**src/rtl/fill_pkg.sv**
```systemverilog
`default_nettype none
// fill_pkg: state, mode and warm-mix codes shared by the fill valve sequencer.
// Rev 1.0
package fill_pkg;

   typedef enum logic [2:0] {
      ST_IDLE   = 3'd0,
      ST_FILL   = 3'd1,
      ST_SETTLE = 3'd2,
      ST_DONE   = 3'd3,
      ST_FAULT  = 3'd4
   } fase_e;

   localparam logic [1:0] MODO_AMBIENTE = 2'b00;
   localparam logic [1:0] MODO_CALIENTE = 2'b01;
   localparam logic [1:0] MODO_TIBIA    = 2'b10;
   localparam logic [1:0] MODO_FRIA     = 2'b11;

   typedef enum logic [1:0] {
      MIX_H  = 2'd0,
      MIX_D1 = 2'd1,
      MIX_C  = 2'd2,
      MIX_D2 = 2'd3
   } mix_e;

   function automatic logic is_busy(input fase_e s);
      return (s == ST_FILL) || (s == ST_SETTLE);
   endfunction

endpackage
`default_nettype wire

```
**src/rtl/fill_valve_sequencer_level_confirm.sv**
```systemverilog
`default_nettype none
// level_confirm: synchronizes the tank-full sensor and accepts it after a run of highs.
// Rev 1.0
module level_confirm #(
   parameter int CNT_W         = 24,
   parameter int LEVEL_CONFIRM = 4
) (
   input  logic clk,
   input  logic iReset_Temperatura,
   input  logic level,
   output logic full
);

   localparam logic [CNT_W-1:0] CONFIRM = CNT_W'(LEVEL_CONFIRM);

   logic             sync_a;
   logic             sync_b;
   logic [CNT_W-1:0] run_cnt;

   always_ff @(posedge clk or negedge iReset_Temperatura) begin
      if (!iReset_Temperatura) begin
         sync_a  <= 1'b0;
         sync_b  <= 1'b0;
         run_cnt <= '0;
      end else begin
         sync_a <= level;
         sync_b <= sync_a;
         // any low synchronized sample restarts the run; the count parks at CONFIRM
         if (!sync_b) begin
            run_cnt <= '0;
         end else if (run_cnt != CONFIRM) begin
            run_cnt <= run_cnt + CNT_W'(1);
         end
      end
   end

   assign full = (run_cnt == CONFIRM);

endmodule
`default_nettype wire

```
**src/rtl/fill_valve_sequencer.sv**
```systemverilog
`default_nettype none
// fill_valve_sequencer: drives hot/cold valves for one tank fill at the selected temperature.
// Rev 1.0
module fill_valve_sequencer
   import fill_pkg::*;
#(
   parameter int               CNT_W         = 24,
   parameter logic [CNT_W-1:0] FILL_TIMEOUT  = 24'd5_000_000,
   parameter int               MIX_HOT       = 16,
   parameter int               MIX_COLD      = 16,
   parameter int               DEAD          = 2,
   parameter int               LEVEL_CONFIRM = 4,
   parameter int               SETTLE        = 16
) (
   input  logic       clk,
   input  logic       iReset_Temperatura,
   input  logic [1:0] iEstado_Temp,
   input  logic       iStart,
   input  logic       iAbort,
   input  logic       iNivel_Lleno,
   output logic       oValvula_Fria,
   output logic       oValvula_Caliente,
   output logic       oBusy,
   output logic       oDone,
   output logic       oFalla,
   output logic [2:0] oFase
);

   localparam logic [CNT_W-1:0] TIMEOUT_LAST = FILL_TIMEOUT - CNT_W'(1);
   localparam logic [CNT_W-1:0] SETTLE_LAST  = CNT_W'(SETTLE - 1);
   localparam logic [CNT_W-1:0] HOT_LAST     = CNT_W'(MIX_HOT - 1);
   localparam logic [CNT_W-1:0] COLD_LAST    = CNT_W'(MIX_COLD - 1);
   localparam logic [CNT_W-1:0] DEAD_LAST    = CNT_W'(DEAD - 1);
   localparam logic [CNT_W-1:0] CNT_MAX      = '1;

   fase_e            state;
   fase_e            state_nxt;
   logic [1:0]       modo;
   logic [1:0]       modo_nxt;
   mix_e             mix_phase;
   mix_e             mix_phase_nxt;
   logic [CNT_W-1:0] cnt;
   logic [CNT_W-1:0] cnt_nxt;
   logic [CNT_W-1:0] mix_cnt;
   logic [CNT_W-1:0] mix_cnt_nxt;
   logic [CNT_W-1:0] mix_last;
   logic             full;
   logic             caliente_nxt;
   logic             fria_nxt;
   logic             busy_nxt;
   logic             done_nxt;
   logic             falla_nxt;

   level_confirm #(
      .CNT_W         (CNT_W),
      .LEVEL_CONFIRM (LEVEL_CONFIRM)
   ) u_level (
      .clk                (clk),
      .iReset_Temperatura (iReset_Temperatura),
      .level              (iNivel_Lleno),
      .full               (full)
   );

   // State, datapath and registered outputs all move on the same edge.
   always_ff @(posedge clk or negedge iReset_Temperatura) begin
      if (!iReset_Temperatura) begin
         state             <= ST_IDLE;
         modo              <= MODO_AMBIENTE;
         cnt               <= '0;
         mix_phase         <= MIX_H;
         mix_cnt           <= '0;
         oValvula_Fria     <= 1'b0;
         oValvula_Caliente <= 1'b0;
         oBusy             <= 1'b0;
         oDone             <= 1'b0;
         oFalla            <= 1'b0;
         oFase             <= 3'd0;
      end else begin
         state             <= state_nxt;
         modo              <= modo_nxt;
         cnt               <= cnt_nxt;
         mix_phase         <= mix_phase_nxt;
         mix_cnt           <= mix_cnt_nxt;
         oValvula_Fria     <= fria_nxt;
         oValvula_Caliente <= caliente_nxt;
         oBusy             <= busy_nxt;
         oDone             <= done_nxt;
         oFalla            <= falla_nxt;
         oFase             <= state_nxt;
      end
   end

   always_comb begin
      state_nxt     = state;
      modo_nxt      = modo;
      cnt_nxt       = '0;
      mix_phase_nxt = MIX_H;
      mix_cnt_nxt   = '0;

      case (mix_phase)
         MIX_H:   mix_last = HOT_LAST;
         MIX_C:   mix_last = COLD_LAST;
         default: mix_last = DEAD_LAST;
      endcase

      if (iAbort) begin
         state_nxt = ST_IDLE;
      end else begin
         case (state)
            ST_IDLE: begin
               if (iStart) begin
                  state_nxt = ST_FILL;
                  modo_nxt  = iEstado_Temp;
               end
            end
            ST_FILL: begin
               // a confirmed level wins over a timeout on the same cycle
               if (full) begin
                  state_nxt = ST_SETTLE;
               end else if (cnt == TIMEOUT_LAST) begin
                  state_nxt = ST_FAULT;
               end
            end
            ST_SETTLE: begin
               if (cnt == SETTLE_LAST) begin
                  state_nxt = ST_DONE;
               end
            end
            ST_DONE:  state_nxt = ST_IDLE;
            ST_FAULT: state_nxt = ST_FAULT;
            default:  state_nxt = ST_IDLE;
         endcase
      end

      // phase counter restarts on every state change and saturates
      if (state_nxt == state && is_busy(state)) begin
         cnt_nxt = (cnt == CNT_MAX) ? cnt : cnt + CNT_W'(1);
      end

      // warm mix only advances while remaining in FILL; any exit or entry restarts at HOT
      if (state == ST_FILL && state_nxt == ST_FILL && modo == MODO_TIBIA) begin
         mix_phase_nxt = mix_phase;
         if (mix_cnt >= mix_last) begin
            case (mix_phase)
               MIX_H:   mix_phase_nxt = MIX_D1;
               MIX_D1:  mix_phase_nxt = MIX_C;
               MIX_C:   mix_phase_nxt = MIX_D2;
               default: mix_phase_nxt = MIX_H;
            endcase
         end else begin
            mix_cnt_nxt = mix_cnt + CNT_W'(1);
         end
      end
   end

   always_comb begin
      caliente_nxt = 1'b0;
      fria_nxt     = 1'b0;
      if (state_nxt == ST_FILL) begin
         case (modo_nxt)
            MODO_AMBIENTE: begin
               caliente_nxt = 1'b1;
               fria_nxt     = 1'b1;
            end
            MODO_CALIENTE: caliente_nxt = 1'b1;
            MODO_FRIA:     fria_nxt     = 1'b1;
            default: begin
               caliente_nxt = (mix_phase_nxt == MIX_H);
               fria_nxt     = (mix_phase_nxt == MIX_C);
            end
         endcase
      end
      busy_nxt  = is_busy(state_nxt);
      done_nxt  = (state_nxt == ST_DONE);
      falla_nxt = (state_nxt == ST_FAULT);
   end

endmodule
`default_nettype wire

```
**config.mk**
```make
export PLATFORM = sky130hd
export DESIGN_NAME = fill_valve_sequencer
export DESIGN_NICKNAME = d
export VERILOG_FILES = /design/src/rtl/fill_pkg.sv /design/src/rtl/fill_valve_sequencer_level_confirm.sv /design/src/rtl/fill_valve_sequencer.sv
export SDC_FILE = /design/constraint.sdc
export NUM_CORES = 1
export LEC_CHECK = 0
export BUFFER_PORTS_ARGS = -buffer_cell sky130_fd_sc_hd__buf_2
export CAP_MARGIN = 0
export CORE_UTILIZATION = 60
export DETAILED_ROUTE_END_ITERATION = 12
export PLACE_DENSITY_LB_ADDON = 0.15
export SETUP_SLACK_MARGIN = 0.4
export SLEW_MARGIN = 20
export SYNTH_ARGS = -nofsm -noshare
export SYNTH_HDL_FRONTEND = slang
export SYNTH_SLANG_ARGS = --single-unit
```
**constraint.sdc**
```tcl
create_clock -name clk -period 3.5 [get_ports clk]
set_input_delay 0.7 -clock clk [delete_from_list [all_inputs] [get_ports clk]]
set_output_delay 0.7 -clock clk [all_outputs]
set_load 0.1 [all_outputs]
```
==> Yosys cells after proc, flatten, opt, wreduce, memory -nomap -nowiden <==
Index checks and enable logic that the tools add are counted.
{ "op_classes": {"n_lt_le_gt_ge": 1, "n_reduce_logical": 12, "n_mux": 23, "eq_ne": 21, "addsub": 3} }
{ "ops": {"columns": ["cell", "n"], "rows": [
  ["two-way mux 24 bit", 6],
  ["adder 24 x 1 -> 24 bit (second input constant)", 3],
  ["== test 24 x 23 -> 1 bit (second input constant)", 1],
  ["== test 24 bit (second input constant)", 1],
  ["== test 24 x 3 -> 1 bit (second input constant)", 1],
  ["== test 24 x 4 -> 1 bit (second input constant)", 1],
  ["greater-or-equal comparator 24 bit", 1],
  ["!= test 24 x 3 -> 1 bit (second input constant)", 1],
  ["two-way mux 3 bit", 5],
  ["case mux 3 bit (4 select lines)", 1],
  ["two-way mux 2 bit", 5],
  ["== test 3 x 2 -> 1 bit (second input constant)", 3],
  ["== test 2 bit (second input constant)", 4],
  ["== test 3 x 1 -> 1 bit (second input constant)", 2],
  ["== test 3 bit (second input constant)", 2],
  ["zero test 2 bit", 3],
  ["case mux 2 bit (3 select lines)", 1],
  ["OR reduction 2 bit", 3],
  ["== test 2 x 1 -> 1 bit (second input constant)", 2],
  ["two-way mux 4 bit", 1],
  ["!= test 2 bit (second input constant)", 2],
  ["case mux 1 bit (2 select lines)", 2],
  ["== test 3 bit", 1],
  ["logical AND 1 bit", 3],
  ["other kinds (3)", 5]
]} }
{ "word_totals": {"ff_bits": 86, "out_inout_bits": 8, "inputBits": 7} }

==> Longest topological paths before layout <==
Gate-level depths: netlist (run 1).
{ "depth": {"word_depth": 12, "mapped_depth": 9} }

==> By module <==
A second synthesis (run 1) with hierarchy kept.
{ "hier_totals": {"cells_unflattened": 416, "hier_area_um2": 4355.4} }
{ "by_module_without_submodules": {"columns": ["mod", "area_each_um2", "cells_each", "seq_area_each_um2", "n_inst"], "rows": [
  ["fill_valve_sequencer", 2987.9, 276, 1501.4, 1],
  ["level_confirm", 1367.6, 140, 650.6, 1]
]} }

==> Worst setup path after synthesis (run 1) <==
No wires, ideal clock.
{ "synth_path": {"path_kind": "flip-flop to flip-flop", "start": "register state[2]", "end": "register oValvula_Fria", "path_stages_with_launch": 8, "setup_ns": 0.078, "arrival_ns": 2.407, "setup_slack_ns": 1.015, "t_required_ns": 3.422, "cell_sequence": "dfrtp_1 -> nor4b_1 -> nor2b_1 -> mux2i_1 -> inv_1 -> ha_1 -> or2_2 -> a21oi_1"} }
{ "synth_between": {"word_cells_on_any_way": 23} }
{ "synth_lines": {"columns": ["element", "line", "rtl"], "rows": [
  ["start, declared", "fill_valve_sequencer.sv:36", "fase_e state;"],
  ["start signal, assigned", "fill_valve_sequencer.sv:79", "state <= state_nxt;"],
  ["zero test 3 bit (*)", "fill_valve_sequencer.sv:109", "case (state)"],
  ["two-way mux 2 bit (*)", "fill_valve_sequencer.sv:109", null],
  ["two-way mux 2 bit (*)", "fill_valve_sequencer.sv:106", "if (iAbort) begin"],
  ["named net modo_nxt[1]", "fill_valve_sequencer.sv:39", "logic [1:0] modo_nxt;"],
  ["== test 2 bit / zero test 2 bit (equally long branches)", "fill_valve_sequencer.sv:160", "case (modo_nxt)"],
  ["OR reduction 2 bit (no line)", null, null],
  ["case mux 1 bit (2 select lines) (*)", "fill_valve_sequencer.sv:160", null],
  ["two-way mux 1 bit (*)", "fill_valve_sequencer.sv:159", "if (state_nxt == ST_FILL) begin"],
  ["named net fria_nxt", "fill_valve_sequencer.sv:49", "logic fria_nxt;"],
  ["end signal, assigned", "fill_valve_sequencer.sv:84", "oValvula_Fria <= fria_nxt;"],
  ["end, declared", "fill_valve_sequencer.sv:21", "output logic oValvula_Fria,"]
]} }
Mark *: on every way through the listed nets, which the timed path passes. The rest lies on a longest branch.
A chain may end at the register's enable or synchronous reset.

==> Final worst setup path (run 1) <==
Same ends and word-level chain as after synthesis.

==> metrics.md, run 1 <==
| Metric | Value |
|---|---|
| Max-Cap Viols | 0 |
| Number of synthesized flops with an enable pin | 0 |
| Nets | ~430 |
| Distinct cells, synth | 40 |
| Residual DRC | 0 |
| Worst Hold Class | reg -> reg |
| Clock buffer count from CTS | 9 |
| Crit path time final | 2390 ps |
| Sequential-to-total area share from yosys stat | 0.537 |
| Drt pass-1 iters | 4 |
| Period utilisation layout | 0.681 |
| Top cells by area, synth | dfrtp_1 (54%), xor2_1 (5.0%), xnor2_1 (4.8%) |
| Detailed Route Iter0 Violations | 170 |
| Synth warn | 0 |
| Worst reg2reg path startpoint | state[2]$_DFF_PN0_ |
| Setup violations, final | 0 |
| Cell count after synthesis | 379 |
| Worst r2r dst | oValvula_Fria$_DFF_PN0_ |
| Number of antenna cells inserted | 0 |
| P_leak | between 1.5 and 2 nW |
| Slew headroom | 0.450 |
| Die Ht | 83.7 um |
| Setup Total Neg Slack | 0 ps |
| CTS sink cnt | 86 |
| Placed cells | between 400 and 500 |
| CTS root buf | clkbuf_8 |
| Final hold violations | 0 |
| Post-synthesis register bit count | 86 |
| Ys async rst share | 1.00 |
| Total congestion overflow | 0 |
| Vias per cell | 5.42 |
| H-tree depth | 3 |
| Placeable Area | 6390 sq um |
| Post-CTS setup buffer count | 0 |
| Worst setup path end | oValvula_Fria$_DFF_PN0_ |
| Crit Path Category | reg -> reg |
| Share of cells above drive strength 1 | 0.0881 |
| First-pass GRT wire length | 12.4 mm |
| Crit path from | state[2]$_DFF_PN0_ |
| Largest net degree at the start of global routing | 87 |
| Core Rows | 29 |
| IO Port Bufs | 14 |
| GRT Total Usage | 0.226 |
| FMAX | between 400 and 500 MHz |
| Hold_sp | u_level.sync_a$_DFF_PN0_ |
| CP Max Fanout | 8 |
| Pwr Total | 0.00201 W |
| Ys flop type | dfrtp_1 |
| R2R depth | 7 |
| Initial antenna violation count | 0 |
| Worst slew pin tran | 824 ps |
| Post-Layout Cell Count | 497 |
| Routed WL per cell | 14.3 um |
| Initial Util | 0.628 |
| Data arrival, critical path | 2670 ps |
| Post-DRT Antenna Nets | 0 |
| Synth-to-layout area growth | 11.1% |
| CP Capture Type | register |
| Commonest cells post-synth | dfrtp_1 (86), nor2_1 (49), xor2_1 (23), xnor2_1 (22), and2_1 (20) |
| Avg Cell Area, Syn | 10.6 sq um |
| CTS tree | yes |
| Hold slack final | 355 ps |
| Final WL | 7.11 mm |
| Vias | around 2700 |
| Synth area leader | dfrtp_1 |
| Clock latency on the worst-skew pair | 350 ps |
| CTS Hold Buffers Added | 0 |
| Clock transition at path regs | 90 ps |
| # IOs | 15 |
| Clock skew | between 8 and 9 ps |
| Worst path required time | around 3800 ps |
| Unrepaired setup endpoints after global routing | no |
| Max Root-Sink Buffers | 2 |
| Gp weighted congestion | 0.811 |
| VDD IR max | 0.000502 V |
| Status | finished, final reports clean |
| Die W | 83.7 um |
| Die area | 7010 sq um |
| Hpwl dp | 4.80 mm |
| Pins Over Slew Limit | 0 |
| Post-CTS Resized | 0 |
| Cell Pwr Density | 453 nW/um^2 |
| Vias in the first global route | between 2000 and 3000 |
| Most frequent cell after synthesis | dfrtp_1 |
| Synthesized cell area | 4010 sq um |
| Share of the synthesized area in the top cell type | 0.537 |
| Crit path launch type | register |
| R2R Setup Slk | 1110 ps |
stage by stage:
stage | util | area, sq um | worst slack, ps
after floorplan | - | 4080 | 1020
after global placement | 0.660 | 4220 | 1150
after detailed placement | 0.660 | 4220 | 943
after CTS | 0.696 | 4450 | 1110
after global routing | 0.697 | 4450 | 882
final | 0.697 | 4450 | 1110
critical path: stages (launching register included):
cell,delay (ps)
dfrtp_1,500
nor4b_1,440
nor2b_1,320
mux2i_1,330
inv_1,100
ha_1,230
or2_2,280
a21oi_1,120
how the worst min path moves through the flow:
stage	end	slack, ps	cells after the start
3_3_place_gp	u_level.sync_b$_DFF_PN0_	330	0
6_report	u_level.sync_b$_DFF_PN0_	360	0
2_1_floorplan	u_level.sync_b$_DFF_PN0_	330	0
3_5_place_dp	u_level.sync_b$_DFF_PN0_	340	0
4_1_cts	u_level.sync_b$_DFF_PN0_	360	0
5_1_grt	u_level.sync_b$_DFF_PN0_	360	0
layer usage:
metal / part of all wire / wire, um / up-vias / track usage
met2: 0.48 / 3400 / 22 / 0.364
li1: - / - / 1353 / -
met3: 0.020 / 145 / 9 / 0.0396
met1: 0.48 / 3450 / 1310 / 0.305
met4: 0.016 / 114 / 0 / 0.0909
met5: 0 / 0 / - / 0
sequential cells by signal, indices dropped and copies added (netlist names):
signal,flops
u_level.sync_a,1
mix_phase,2
mix_cnt,24
state,3
oValvula_Caliente,1
oBusy,1
oDone,1
u_level.sync_b,1
modo,2
oFalla,1
oValvula_Fria,1
cnt,24
u_level.run_cnt,24
cell type report:
cell class | instances | area, sq um
Sequential cell | 86 | 2150
Multi-Input combinational cell | 291 | 1840
Timing Repair Buffer | 15 | 83.8
Tap cell | 77 | 96.3
Clock buffer | 9 | 124
Fill cell | 488 | 1940
Inverter | 12 | 45.0
Clock inverter | 7 | 105
where the power goes:
group          switching [W]  internal [W]  leakage, nW
Combinational       0.000133     0.0000496        0.732
Clock               0.000371      0.000413        0.112
Sequential         0.0000232       0.00102         1.14
layout by cell type, fill, tap and decap left out, drive strengths merged, types with 4 or more instances in the layout:
cell	n
buf	15
and2	20
nor3	10
xnor2	22
nor2	49
ha	12
and3	8
nand3	18
inv	15
nor4	12
dfrtp	86
and4	7
nor2b	11
conb	19
o21ai	7
nand2	19
xor2	23
mux2i	6
a211oi	4
nand4	15
clkbuf	9
kinds of logic after synthesis:
| group | count (synthesis) | synth area share |
|---|---|---|
| xor gates and xnor gates | 45 | 0.0983 |
| other | 1 | 0.000936 |
| DFF | 86 | 0.537 |
| muxes | 7 | 0.0178 |
| buffers and inverters | 20 | 0.0197 |
| AOI/OAI and AO/OA | 21 | 0.0356 |
| and+or+nand+nor | 186 | 0.251 |
| adders and majority gates | 13 | 0.0400 |
Note: power is estimated with default switching activity, not from simulation.
==> inputs of run 2 (changes only) <==
==> constraint.sdc (replaced) <==
create_clock -name clk -period 2.2 [get_ports clk]
set_input_delay 0.44 -clock clk [delete_from_list [all_inputs] [get_ports clk]]
set_output_delay 0.44 -clock clk [all_outputs]
set_load 0.1 [all_outputs]
==> metrics.md, run 2 (synthesis results as in run 1) <==
| Metric | Value |
|---|---|
| Status | finished, final reports clean |
| Max-Cap Viols | 0 (unchanged) |
| Clock transition at path regs | 80 ps (about the same) |
| Most frequent cells in the layout | dfrtp_1 (78), nor2_1 (40), buf_4 (34), xor2_1 (23), xnor2_1 (21) |
| IO Port Bufs | 14 (unchanged) |
| Setup Total Neg Slack | 0 ps (unchanged) |
| Number of antenna cells inserted | 0 (unchanged) |
| Crit Path Category | reg -> reg |
| Die W | 83.7 um (unchanged) |
| Hpwl dp | 5.17 mm (+7.8%) |
| Post-DRT Antenna Nets | 0 (unchanged) |
| Placed cell areas | 4380 sq um (+3.9%) |
| Vias | 3025 (+12%) |
| Initial Util | 0.628 (unchanged) |
| CTS Hold Buffers Added | 0 (unchanged) |
| Share of cells above drive strength 1 | 0.282 (+0.194) |
| Crit path time final | 2080 ps (-309 ps) |
| Total congestion overflow | 0 (unchanged) |
| Commonest non-fill, non-tap cell in the layout | dfrtp_1 |
| Final hold violations | 0 (unchanged) |
| CTS sink cnt | 86 (unchanged) |
| Unrepaired setup endpoints after global routing | yes |
| Slew headroom | 0.587 (+0.137) |
| Util after Layout | 0.803 (+0.106) |
| Period utilisation layout | 0.944 (+0.262) |
| Vias per cell | 5.65 (+4.3%) |
| Final WL | 9.13 mm (+28%) |
| Drt pass-1 iters | 10 (+6) |
| Die area | 7010 sq um (unchanged) |
| Max Root-Sink Buffers | 2 (unchanged) |
| Critical Path, Cell by Cell | nor4b_4, nor2b_4, mux2i_4, ha_1, or2_4, a21oi_2 |
| # IOs | 15 (unchanged) |
| Placeable Area | 6390 sq um (unchanged) |
| Die Ht | 83.7 um (unchanged) |
| Critical path's largest stage delay | 490 ps (about the same) |
| Worst Hold Class | in -> async |
| CP Capture Type | register |
| CP Max Fanout | 3 (-5) |
| Nets | 473 (+9.0%) |
| Routed WL per cell | 17.1 um (+19%) |
| Vias in the first global route | 3009 (+13%) |
| Worst slew pin tran | 619 ps (-206 ps) |
| Clock skew | 7.45 ps (-0.837 ps) |
| Residual DRC | 0 (unchanged) |
| Largest net degree at the start of global routing | 56 (-36%) |
| CTS root buf | clkbuf_8 |
| FMAX | 482 MHz (+15%) |
| GRT Total Usage | 0.252 (+0.0261) |
| Setup violations, final | 0 (unchanged) |
| Final Instance Area | 5130 sq um (+15%) |
| Worst path required time | 2490 ps (-1290 ps) |
| R2R Setup Slk | 120 ps (-990 ps) |
| H-tree depth | 3 (unchanged) |
| VDD IR max | 0.000584 V (+16%) |
| Detailed Route Iter0 Violations | 223 (+31%) |
| Initial antenna violation count | 0 (unchanged) |
| Crit path launch type | register |
| Gp weighted congestion | 0.809 (-0.22%) |
| Worst path slowest cell | dfrtp_4 |
| Data arrival, critical path | 2360 ps (-310 ps) |
| Synth-to-layout area growth | 28.0% |
| Registers with the most flip-flops | cnt: 24 flops, mix_cnt: 24 flops, u_level.run_cnt: 24 flops |
| First-pass GRT wire length | 13.8 mm (+11%) |
| CTS tree | yes |
| Core Rows | 29 (unchanged) |
| Pins Over Slew Limit | 0 (unchanged) |
| Clock buffer count from CTS | 9 (unchanged) |
| Cell Pwr Density | 642 nW/um^2 (+42%) |
| P_leak | 2.25 nW (+13%) |
| Clock latency on the worst-skew pair | 350 ps (about the same) |
## run 2: cell count changes in the layout (fill, tap and decap cells not counted), sizes merged
cell	before	now
buf	15	50
clkbuf	9	14
inv	15	12
a311oi	1	2
## run 2: area by class of cell
type | count | area, sq um
multi-input cells | 292 | 2190
clock buffers | 11 | 131
inverters | 12 | 45.0
repair buffers | 53 | 424
clock inverters | 4 | 72.6
fillers | 376 | 1260
flip-flops and latches | 86 | 2170
well taps | 77 | 96.3
## run 2: power by group
part           switching, W  internal [W]
Clock              0.000542      0.000633
Sequential        0.0000392       0.00163
Combinational      0.000278      0.000168
Total              0.000859       0.00243
## run 2: timing repair
item                       CTS  global route
cloned                       1             2
setup endpoints to repair   38            47
setup buffers               16            11
pin swaps                   16            23
resized for setup           27            40
## run 2: layer usage
| metal | GRT usage | routed length, um | vias to the layer above |
|---|---|---|---|
| met1 | 0.320 | 3820 | 1506 |
| met4 | 0.112 | 162 | 0 |
| met5 | 0 | 0 | - |
| met3 | 0.0386 | 383 | 14 |
| li1 | - | - | 1432 |
| met2 | 0.428 | 4760 | 73 |
## run 2: critical path, delay by kind of cell (launching register included)
kind / cells / cell delay, ps
DFF: 1 / 490
AOI/OAI and AO/OA: 1 / 110
muxes: 1 / 310
and+or+nand+nor: 3 / 810
adders and majority gates: 1 / 300
## run 2: worst paths after layout
path,to,depth (start not counted),start
worst min register to register,u_level.sync_b$_DFF_PN0_,0,u_level.sync_a$_DFF_PN0_
min in group clk,u_level.sync_a$_DFF_PN0_,1,iNivel_Lleno
max in group asynchronous,state[1]$_DFF_PN0_,2,iReset_Temperatura
worst min-delay path,u_level.run_cnt[13]$_DFFE_PN0P_,1,iReset_Temperatura
worst max-delay path,oValvula_Fria$_DFF_PN0_,6,state[1]$_DFF_PN0_
worst max register to register,oValvula_Fria$_DFF_PN0_,6,state[1]$_DFF_PN0_
## run 2: through the flow
| stage | std cells | hold WS [ps] | total power [W] | setup slack (ps) |
|---|---|---|---|---|
| detailed placement | 490 | 336 | 0.00203 | 80.9 |
| floorplan | 397 | 144 | 0.00192 | 79.7 |
| finish | 535 | 21.2 | 0.00329 | 124 |
| CTS | 522 | 26.0 | 0.00322 | 190 |
| global placement | 490 | 333 | 0.00201 | 153 |
| global route | 535 | 48.9 | 0.00339 | 24.0 |
==> inputs of run 3 (changes only) <==
--- a/config.mk
+++ b/config.mk
@@ -7,9 +7,8 @@
 export LEC_CHECK = 0
 export BUFFER_PORTS_ARGS = -buffer_cell sky130_fd_sc_hd__buf_2
 export CAP_MARGIN = 0
-export CORE_UTILIZATION = 60
+export CORE_UTILIZATION = 29
 export DETAILED_ROUTE_END_ITERATION = 12
-export PLACE_DENSITY_LB_ADDON = 0.15
 export SETUP_SLACK_MARGIN = 0.4
 export SLEW_MARGIN = 20
 export SYNTH_ARGS = -nofsm -noshare
==> metrics.md, run 3 (synthesis results as in run 1) <==
| Metric | Value |
|---|---|
| Crit path time final | 2110 ps (+37.4 ps) |
| Crit Path Category | reg -> reg |
| Most frequent cells in the layout | dfrtp_1 (75), buf_4 (39), nor2_1 (27), xor2_1 (23), xnor2_1 (22) |
| Registers with the most flip-flops | cnt: 24 flops, mix_cnt: 24 flops, u_level.run_cnt: 24 flops |
| First-pass GRT wire length | 14.9 mm (+7.6%) |
| Drt pass-1 iters | 4 (-6) |
| Status | finished, final reports clean |
| Final WL | 9.23 mm (+1.1%) |
| # IOs | 15 (unchanged) |
| Worst path required time | 2430 ps (-60 ps) |
| Pwr Total | 0.00357 W (+8.6%) |
| Largest net degree at the start of global routing | 34 (-39%) |
| Vias | 3002 (-0.76%) |
| VDD IR max | 0.000457 V (-22%) |
| Cell Pwr Density | 644 nW/um^2 (+0.29%) |
| Core Rows | 42 (+45%) |
| Vias in the first global route | 3018 (+0.30%) |
| CTS root buf | clkbuf_16 |
| Data arrival, critical path | 2340 ps (-20 ps) |
| Max-Cap Viols | 0 (unchanged) |
| Final hold violations | 0 (unchanged) |
| Worst slew pin tran | 658 ps (+39.0 ps) |
| R2R Setup Slk | 90 ps (-40 ps) |
| Gp weighted congestion | 0.865 (+7.0%) |
| Setup violations, final | 0 (unchanged) |
| Worst Hold Class | in -> async |
| Setup Total Neg Slack | 0 ps (unchanged) |
| Post-DRT Antenna Nets | 0 (unchanged) |
| Nets | 483 (+2.1%) |
| Post-Layout Cell Count | 645 (+21%) |
| Total congestion overflow | 0 (unchanged) |
| Clock buffer count from CTS | 9 (unchanged) |
| CTS sink cnt | 86 (unchanged) |
| Die W | 120 um (+43%) |
| CP Max Fanout | 6 (+3) |
| Metal2 WL | 4.58 mm (-3.7%) |
| CTS tree | yes |
| Vias per cell | 4.65 (-18%) |
| Clock skew | 7.85 ps (+0.405 ps) |
| Hold slack final | 53.1 ps (+31.8 ps) |
| Worst setup path end | cnt[6]$_DFFE_PN0P_ |
| Placeable Area | 13300 sq um (+110%) |
| Placed cells | 593 (+21%) |
| Routed WL per cell | 14.3 um (-16%) |
| Initial antenna violation count | 0 (unchanged) |
| Synth-to-layout area growth | 38.6% |
| Commonest non-fill, non-tap cell in the layout | dfrtp_1 |
| P_leak | 2.37 nW (+5.2%) |
| Period utilisation layout | 0.961 (+0.0170) |
| Worst r2r dst | cnt[6]$_DFFE_PN0P_ |
| Post-Route M1 WL | 4.15 mm (+8.4%) |
| Crit path from | state[2]$_DFF_PN0_ |
| Max Root-Sink Buffers | 2 (unchanged) |
| Hpwl dp | 5.50 mm (+6.2%) |
| H-tree depth | 3 (unchanged) |
| R2R depth | 9 (+3) |
| FMAX | 473 MHz (-1.8%) |
| Die Ht | 120 um (+43%) |
| Clock transition at path regs | 60 ps (-20 ps) |
| Clock latency on the worst-skew pair | 340 ps (about the same) |
| Number of antenna cells inserted | 0 (unchanged) |
| Pins Over Slew Limit | 0 (unchanged) |
| Placed cell areas | 4530 sq um (+3.5%) |
| Residual DRC | 0 (unchanged) |
| Slew headroom | 0.561 (-0.0260) |
| Routed met3 length | 335 um (-13%) |
| Share of cells above drive strength 1 | 0.345 (+0.0638) |
| Unrepaired setup endpoints after global routing | yes |
| Die area | 14300 sq um (+100%) |
| Highest metal used | met4 |
| Worst reg2reg path startpoint | state[2]$_DFF_PN0_ |
| Detailed Route Iter0 Violations | 138 (-38%) |
| Initial Util | 0.300 (-0.327) |
| GRT Total Usage | 0.134 (-0.118) |
| Final Instance Area | 5550 sq um (+8.3%) |
| IO Port Bufs | 14 (unchanged) |
| CP Capture Type | register |
| Crit path launch type | register |
==> run 3: metal layers <==
layer,vias to the layer above,track usage
met2,47,0.219
met1,1491,0.164
met5,-,0
li1,1451,-
met3,13,0.0452
met4,0,0.0453
==> run 3: final cells by class <==
cell class,instances,area (sq um)
Timing Repair Buffer,64,568
Multi-Input combinational cell,291,2280
Clock inverter,4,26.3
Sequential cell,86,2170
Tap cell,176,220
Inverter,12,45.0
Fill cell,1293,7790
Clock buffer,12,236
==> run 3: power breakdown <==
group          switching (W)  internal, W  total (W)
sequential         0.0000428      0.00163    0.00168
clock               0.000591     0.000764    0.00135
combinational       0.000313     0.000229   0.000542
==> run 3: timing repair <==
item                                    4_1_cts  5_1_grt
cloned                                        1        2
hold endpoints to repair                      0        0
hold buffers                                  0        0
endpoints found under the setup margin       38       53
resized for setup                            32       77
pin swaps                                    23       23
buffers inserted                             23       10
==> run 3: worst max-delay path: stages, from the launching register on <==
cell and delay [ps]:
dfrtp_4 500, buf_4 160, buf_4 130, maj3_1 350, nor2_2 220, nand2_2 130, a21oi_4 160, buf_6 140
clkbuf_16 160, nor2_2 40
==> run 3: worst min-delay path by stage <==
stage	startpoint	endpoint	slack, ps
floorplan	iReset_Temperatura	cnt[0]$_DFFE_PN0P_	140
global placement	u_level.sync_a$_DFF_PN0_	u_level.sync_b$_DFF_PN0_	340
detailed placement	u_level.sync_a$_DFF_PN0_	u_level.sync_b$_DFF_PN0_	340
CTS	iReset_Temperatura	u_level.run_cnt[2]$_DFFE_PN0P_	60
global route	iReset_Temperatura	u_level.run_cnt[2]$_DFFE_PN0P_	80
finish	iReset_Temperatura	u_level.run_cnt[16]$_DFFE_PN0P_	50
==> run 3: per-stage QoR <==
step	util	setup WS [ps]
floorplan	-	79.7
global placement	0.340	98.1
detailed placement	0.340	53.3
CTS	0.386	164
global route	0.416	39.7
finish	0.416	86.5
